==> src/rtl/uart_tx.sv <==
// rtl/uart_tx.sv - FIFO-draining UART transmitter; optional even parity via UART_TX_PARITY_EN
module uart_tx #(
    parameter int SYS_CLK_FREQ = 50_000_000,
    parameter int BAUD_RATE    = 19200,
    parameter int DATA_BITS    = 8,
    parameter int STOP_BITS    = 1
) (
    input  logic                 clk,
    input  logic                 reset_n,
    input  logic                 fifo_empty,
    input  logic [DATA_BITS-1:0] fifo_data,
    output logic                 fifo_pop,
    output logic                 tx,
    output logic                 busy
);
    localparam int CLKS_PER_BIT = SYS_CLK_FREQ / BAUD_RATE;
    localparam int CNT_W  = (CLKS_PER_BIT > 1) ? $clog2(CLKS_PER_BIT) : 1;
    localparam int BIT_W  = (DATA_BITS > 1) ? $clog2(DATA_BITS) : 1;
    localparam int STOP_W = (STOP_BITS > 1) ? $clog2(STOP_BITS) : 1;
    localparam logic [CNT_W-1:0]  CNT_LAST  = CNT_W'(CLKS_PER_BIT - 1);
    localparam logic [BIT_W-1:0]  BIT_LAST  = BIT_W'(DATA_BITS - 1);
    localparam logic [STOP_W-1:0] STOP_LAST = STOP_W'(STOP_BITS - 1);

    typedef enum logic [2:0] {
        IDLE,
        START,
        DATA,
`ifdef UART_TX_PARITY_EN
        PARITY,
`endif
        STOP
    } state_t;

    state_t                state_q, state_n;
    logic [CNT_W-1:0]      cnt_q, cnt_n;
    logic [BIT_W-1:0]      bit_q, bit_n;
    logic [STOP_W-1:0]     stop_q, stop_n;
    logic [DATA_BITS-1:0]  shift_q, shift_n;
    logic                  tx_n;
    logic                  busy_n;
    logic                  cnt_done;
`ifdef UART_TX_PARITY_EN
    logic                  par_q, par_n;
`endif

    assign cnt_done = (cnt_q == CNT_LAST);

    // Pop is gated by reset so the FIFO never loses a word while the block is held in reset.
    assign fifo_pop = reset_n && (state_q == IDLE) && !fifo_empty;

    // Next-state, bit timing and line value; the line value is computed one edge early so tx is registered.
    always_comb begin
        state_n = state_q;
        cnt_n   = cnt_q;
        bit_n   = bit_q;
        stop_n  = stop_q;
        shift_n = shift_q;
        tx_n    = tx;
`ifdef UART_TX_PARITY_EN
        par_n   = par_q;
`endif
        case (state_q)
            IDLE: begin
                if (!fifo_empty) begin
                    shift_n = fifo_data;
                    tx_n    = 1'b0;
                    cnt_n   = '0;
                    state_n = START;
`ifdef UART_TX_PARITY_EN
                    par_n   = ^fifo_data;
`endif
                end
            end
            START: begin
                if (cnt_done) begin
                    cnt_n   = '0;
                    bit_n   = '0;
                    tx_n    = shift_q[0];
                    state_n = DATA;
                end else begin
                    cnt_n = cnt_q + 1'b1;
                end
            end
            DATA: begin
                if (cnt_done) begin
                    cnt_n = '0;
                    if (bit_q == BIT_LAST) begin
`ifdef UART_TX_PARITY_EN
                        tx_n    = par_q;
                        state_n = PARITY;
`else
                        tx_n    = 1'b1;
                        stop_n  = '0;
                        state_n = STOP;
`endif
                    end else begin
                        bit_n   = bit_q + 1'b1;
                        shift_n = shift_q >> 1;
                        tx_n    = shift_n[0];
                    end
                end else begin
                    cnt_n = cnt_q + 1'b1;
                end
            end
`ifdef UART_TX_PARITY_EN
            PARITY: begin
                if (cnt_done) begin
                    cnt_n   = '0;
                    tx_n    = 1'b1;
                    stop_n  = '0;
                    state_n = STOP;
                end else begin
                    cnt_n = cnt_q + 1'b1;
                end
            end
`endif
            STOP: begin
                if (cnt_done) begin
                    cnt_n = '0;
                    if (stop_q == STOP_LAST) begin
                        state_n = IDLE;
                    end else begin
                        stop_n = stop_q + 1'b1;
                    end
                end else begin
                    cnt_n = cnt_q + 1'b1;
                end
            end
            default: begin
                state_n = IDLE;
                tx_n    = 1'b1;
            end
        endcase
        busy_n = (state_n != IDLE);
    end

    // State, counters, shift register and registered outputs; reset abandons any frame in flight.
    always_ff @(posedge clk or negedge reset_n) begin
        if (!reset_n) begin
            state_q <= IDLE;
            cnt_q   <= '0;
            bit_q   <= '0;
            stop_q  <= '0;
            shift_q <= '0;
            tx      <= 1'b1;
            busy    <= 1'b0;
`ifdef UART_TX_PARITY_EN
            par_q   <= 1'b0;
`endif
        end else begin
            state_q <= state_n;
            cnt_q   <= cnt_n;
            bit_q   <= bit_n;
            stop_q  <= stop_n;
            shift_q <= shift_n;
            tx      <= tx_n;
            busy    <= busy_n;
`ifdef UART_TX_PARITY_EN
            par_q   <= par_n;
`endif
        end
    end

endmodule

==> config.mk <==
export PLATFORM = sky130hd
export DESIGN_NAME = uart_tx
export DESIGN_NICKNAME = d
export VERILOG_FILES = /design/src/rtl/uart_tx.sv
export SDC_FILE = /design/constraint.sdc
export NUM_CORES = 1
export LEC_CHECK = 0
export ABC_AREA = 1
export BUFFER_PORTS_ARGS = -buffer_cell sky130_fd_sc_hd__buf_2
export CAP_MARGIN = 10
export CORE_MARGIN = 1
export CORE_UTILIZATION = 45
export CTS_CLUSTER_DIAMETER = 120
export DETAILED_ROUTE_END_ITERATION = 10
export PLACE_DENSITY_LB_ADDON = 0.3
export SYNTH_ARGS = -nofsm -noshare
export SYNTH_HDL_FRONTEND = slang
export SYNTH_SLANG_ARGS = --single-unit
==> constraint.sdc <==
create_clock -name clk -period 2.08 [get_ports clk]
set_input_delay 0.208 -clock clk [delete_from_list [all_inputs] [get_ports clk]]
set_output_delay 0.208 -clock clk [all_outputs]
set_load 0.05 [all_outputs]
==> results.md, run 1 <==
* Status: completed
* Initial DRT Pass Iterations at 4
* Worst-path maximum fanout at 8
* Max-cap violations at 0
* Post-synthesis cell area at ~0.0017 sq mm
* RSZ-0062 raised after global routing: no
* Worst skew pair latency at between 0.2 and 0.3 ns
* Critical path cell sequence: nor3_2 > nand2_1 > nor2_1 > buf_2
* Num CTS Buffers at 3
* Final non-filler cell total at ~270
* Commonest cells post-synth: nand2_1 (60), dfrtp_1 (27), inv_1 (21)
* Post-DRT Antenna Nets at 0
* Post-synthesis cell count at 208
* # clock sinks at 28
* Synthesis-to-layout area growth at 9.44%
* Crit start category: register
* CP endpoint kind: output pin
* Launch point of the worst path: state_q[2]
* Worst EP required at 1.87 ns
* FF-to-FF End: shift_q[3]
* Worst setup path end: fifo_pop
* CTS tree: built
* Register area share after synthesis at 41.7%
* Core Area at between 0.003 and 0.004 sq mm
* DRC viols at 0
* Yosys warning total at 0
* Count leader, synth: nand2_1
* CTS resizes at 0
* CTS H-Tree Depth at 1
* Placed Instances at 266
* ANT cells at 0
* GRT Util Overall at 17.3%
* Setup repair bufs after CTS at 0
* CP Class: register to output pin
* Die Wd at 63.2 microns
* Leading area contributor after synthesis: dfrtp_1
* HP Class: primary input to register
* Post-Route Skew at 0.0102 ns
* Ports at 14
* Final Net Count at 240
* Final GP Congestion at just under 0.9
* First DRT Iteration DRCs at between 50 and 60
* Initial antenna violation count at 0
* Site Rows at 21
* Syn Nets at ~220
* Post-DP HPWL at approximately 2300 microns
* Most area-consuming cells after synthesis: dfrtp_1 (40%), nand2_1 (13%), inv_1 (4.7%)
* Via/cell ratio at 4.93
* R2R Setup Slk at approximately 0.44 ns
* Largest net degree at the start of global routing at 29
* #FFs+latches synth at 28
* Setup violators final at 0
* Final Hold Fails at 0
* CP top delay family: flip-flops
* Reg clk slew, reported paths at ~0.10 ns
* Via count at 1,335
* Worst IR Drop VDD at about 0.37 mV
* DR WL/cell at between 10 and 15 microns
* Peak Freq at 0.569 GHz
* Number of cells on the critical path at 4
* TNS Setup at 0 ns
* Tcrit/Tclk final at a little over four fifths
* CP max stage cell: dfrtp_1
* Port Buffers at 13
* Clock Root Buffer: clkbuf_8
* WP buf/inv at 1
* Initial Util at between 40% and 50%
* Vias in the first global route at around 1.2k
* Post-synth cell types at 31
* WL final at between 3000 and 4000 microns
* Worst Path Arrival at approximately 1.6 ns
* Synth top area share at between 40% and 50%
* RR Startpoint: cnt_q[1]
* Die ar. at between 0.003 and 0.004 sq mm
* Layout cells sized above 1 at approximately 22%
* EDFF count, synth at 0
* Final Slew Violations at 0
* First-pass GRT wire length at 5390 microns
* Congestion Overflow GR at 0
* Die Ht at between 60 and 70 microns
* Cts hold-fix bufs at 1
* Power density cells at 646 mW/mm^2
* Final Critical Period at about 1.8 ns
* CP peak stage delay at 0.51 ns
* Ys flop type: dfrtp_1
* Mapped Avg Cell Area at roughly 8.1 sq um
* Leakage at 0.939 nW
* Hold path startpoint: fifo_data[7]
* Async SR Flop Fraction at 100%
* Cell depth of the worst flop-to-flop path at 8
* Clock tree buffer depth at 2
-- per-layer routing --
metal  track usage (%)  wire length, microns
met2              24.5                  1230
met1              25.9                  1600
met3              2.17                   127
met4              7.85                    59
met5                 0                     0
-- power by group --
group          internal, mW  switching (mW)
clock network         0.138           0.170
logic                0.0831           0.151
registers             0.607          0.0418
total                 0.827           0.363
-- state kept, by name (all words and copies together) (netlist names) --
register,cells
cnt_q,12
shift_q,8
bit_q,3
state_q,3
busy,1
tx,1
-- cell usage in the layout (no fill, tap or decap), drive strengths merged, types with 6 or more instances in the layout --
cell type,instances
nand2,65
dfrtp,27
inv,26
nor2,19
o21ai,19
nand3,16
buf,16
a21oi,7
mux2i,6
nor3,6
-- worst register-to-register path: stages, from the launching register on --
cell and delay, ns:
dfrtp_1 0.38, ha_1 0.31, nand2_2 0.10, nor2_4 0.14, nand3_4 0.13, nand2_4 0.09, nand3_4 0.19, nand2_1 0.13
o21ai_2 0.06
-- area by class of cell --
class                           count  area (sq um)
Fill cell                         343          1630
Timing Repair Buffer               17          97.6
Multi-Input combinational cell    150           842
Sequential cell                    28           702
Tap cell                           46          57.6
Inverter                           26          97.6
Clock buffer                        4          45.0
-- logic make-up after synthesis --
kind of cell    after synthesis  share of synthesized area, %
simple gates                111                          31.6
buf+inv                      30                          8.25
flops                        28                          41.7
fa+ha+maj                     3                          2.23
other cells                   1                         0.223
compound gates               29                          12.4
mux                           6                          3.57
-- through the flow --
stage	util (%)	cell area [sq um]	total power, mW	worst slack (ns)	hold WS [ns]
final	53.1	1840	1.19	0.323	0.194
after CTS	53.1	1840	1.20	0.305	0.194
after global routing	53.1	1840	1.26	0.214	0.211
after detailed placement	51.5	1790	0.894	0.444	0.250
after floorplan	-	1680	0.837	0.438	-0.0876
after global placement	51.5	1790	0.893	0.509	0.246
-- worst min-delay path by stage --
stage,endpoint,cells after the start
after floorplan,bit_q[0],0
after global placement,cnt_q[0],2
after detailed placement,cnt_q[0],2
after CTS,shift_q[7],3
after global routing,shift_q[7],3
final,shift_q[7],3
No activity file was read; power rests on OpenSTA's default activity.
==> run 2, diff against run 1 <==
- clock period: 2.08 -> 1.6 ns (I/O delays scaled with it)
==> run 2 against run 1 <==
Register-to-register slack got worse by 0.38 ns. First-iteration DRC count increased by 75%. Clock skew down 0.0020 ns. Largest power group unchanged. Critical endpoint unchanged. Highest routed layer unchanged.
==> results.md, run 2 (same netlist as run 1, synthesis figures left out) <==
* Worst IR Drop VDD at about 0.52 mV
* Hold depth at 3
* CTS tree: built
* Tcrit/Tclk final at a little over nine tenths
* Placed inst area at 0.00180 sq mm
* Die Wd at 63.2 microns
* Initial antenna violation count at 0
* Vias in the first global route at around 1.3k
* Worst skew pair latency at 0.28 ns
* Post-DP HPWL at between 2000 and 2500 microns
* Fillers at ~330
* Final Net Count at 246
* Peak Freq at around 0.64 GHz
* DR WL/cell at between 10 and 15 microns
* ANT cells at 0
* WP buf/inv at 1
* Ports at 14
* Initial DRT Pass Iterations at 4
* Registers with the most flip-flops: cnt_q: 12 flops, shift_q: 8 flops
* RR Startpoint: bit_q[0]
* CP peak stage delay at approximately 0.46 ns
* Max FFs per register at 12
* Num CTS Buffers at 3
* CP endpoint kind: output pin
* HP Class: primary input to register
* Via count at about 1.4k
* Site Rows at 21
* Critical path cell sequence: nor3_4 > nand2_1 > nor2_2 > buf_6
* Cell depth of the worst flop-to-flop path at 6
* # clock sinks at 28
* Post-Route Skew at just over 0.008 ns
* Port Buffers at 13
* Congestion Overflow GR at 0
* CTS H-Tree Depth at 1
* Top reg by flops: cnt_q
* Die ar. at 0.00399 sq mm
* Commonest cells after routing, fill and taps aside: nand2_1 (57), dfrtp_1 (25), inv_1 (21)
* Worst Path Arrival at about 1.4 ns
* Via/cell ratio at around 5.2
* Clock Root Buffer: clkbuf_8
* CP Class: register to output pin
* Leakage at between 0.9 and 1 nW
* Final Hold Fails at 0
* Worst EP required at around 1.4 ns
* Final Critical Period at between 1.5 and 2 ns
* Initial Util at between 40% and 50%
* Max-cap violations at 0
* Worst-path maximum fanout at 2
* Final GP Congestion at a little over 0.8
* R2R Setup Slk at ~0.06 ns
* Hold EP: shift_q[7]
* Die Ht at ~63 microns
* Setup violators final at 0
* Worst slack, placed at roughly 0.018 ns
* Final Slew Violations at 0
* Layout cells sized above 1 at between 20% and 30%
* Clock tree buffer depth at 2
* Core Area at 0.00347 sq mm
* Post-layout power at ~1.6 mW
* Status: completed
* Crit start category: register
* Hold WS at 0.126 ns
* DRC viols at 0
* Largest net degree at the start of global routing at 29
* Hold path startpoint: fifo_data[7]
* Most common cell after layout, fill and taps aside: nand2_1
* WL final at roughly 3500 microns
* Synthesis-to-layout area growth at 16.4%
* Power density cells at between 800 and 900 mW/mm^2
* Final instance area at 0.00196 sq mm
* First-pass GRT wire length at 5710 microns
* CP top delay family: simple AND/OR/NAND/NOR gates
* First DRT Iteration DRCs at 89
* Reg clk slew, reported paths at around 0.10 ns
* FF-to-FF End: shift_q[1]
* CP max stage cell: dfrtp_2
* Post-DRT Antenna Nets at 0
* Worst Setup Slack, final at 0.0464 ns
* GRT Util Overall at between 10% and 20%
[run 2: how the worst max path moves through the flow]
stage / slack [ns] / from / endpoint / cells past startpoint
2_1_floorplan: 0.006 / state_q[2] / fifo_pop / 4
3_3_place_gp: 0.08 / bit_q[0] / shift_q[5] / 6
3_5_place_dp: 0.02 / bit_q[0] / shift_q[1] / 6
4_1_cts: 0.007 / bit_q[0] / shift_q[1] / 6
5_1_grt: -0.01 / state_q[1] / fifo_pop / 4
6_report: 0.05 / state_q[2] / fifo_pop / 4
[run 2: layout make-up]
| class | count | area [sq um] | share of cell area (%) |
|---|---|---|---|
| Clock buffer | 4 | 45.0 | 2.30 |
| Inverter | 26 | 97.6 | 4.98 |
| Multi-Input combinational cell | 151 | 901 | 46.0 |
| Sequential cell | 28 | 704 | 36.0 |
| Tap cell | 46 | 57.6 | 2.94 |
| Timing Repair Buffer | 22 | 154 | 7.85 |
[run 2: metrics by stage]
stage | std cells | utilization (%) | TNS (ns)
floorplan | 208 | - | 0
global placement | 268 | 51.9 | 0
detailed placement | 268 | 51.9 | 0
CTS | 274 | 54.3 | 0
global route | 277 | 56.5 | -0.0325
finish | 277 | 56.5 | 0
[run 2: worst min-delay path, cell delays in order]
cell     delay, ns
buf_2         0.09
nand2_1       0.07
o21ai_2       0.05
[run 2: power by group]
part | switching, mW | internal [mW]
registers | 0.0595 | 0.789
logic | 0.215 | 0.129
clock network | 0.231 | 0.179
[run 2: per-layer routing]
layer,GRT usage [%],wire length (microns),vias up
li1,-,-,718
met1,25.9,1700,684
met2,28.1,1580,28
met3,2.17,132,5
met4,9.59,67,0
met5,0,0,-
[run 2: repair_timing]
action | in CTS | in global routing
hold endpoints to repair | 27 | 0
pin swaps | 0 | 6
hold buffers | 1 | 0
gates cloned | 0 | 1
resized for setup | 3 | 13
setup buffers | 1 | 2
setup endpoints to repair | 1 | 16
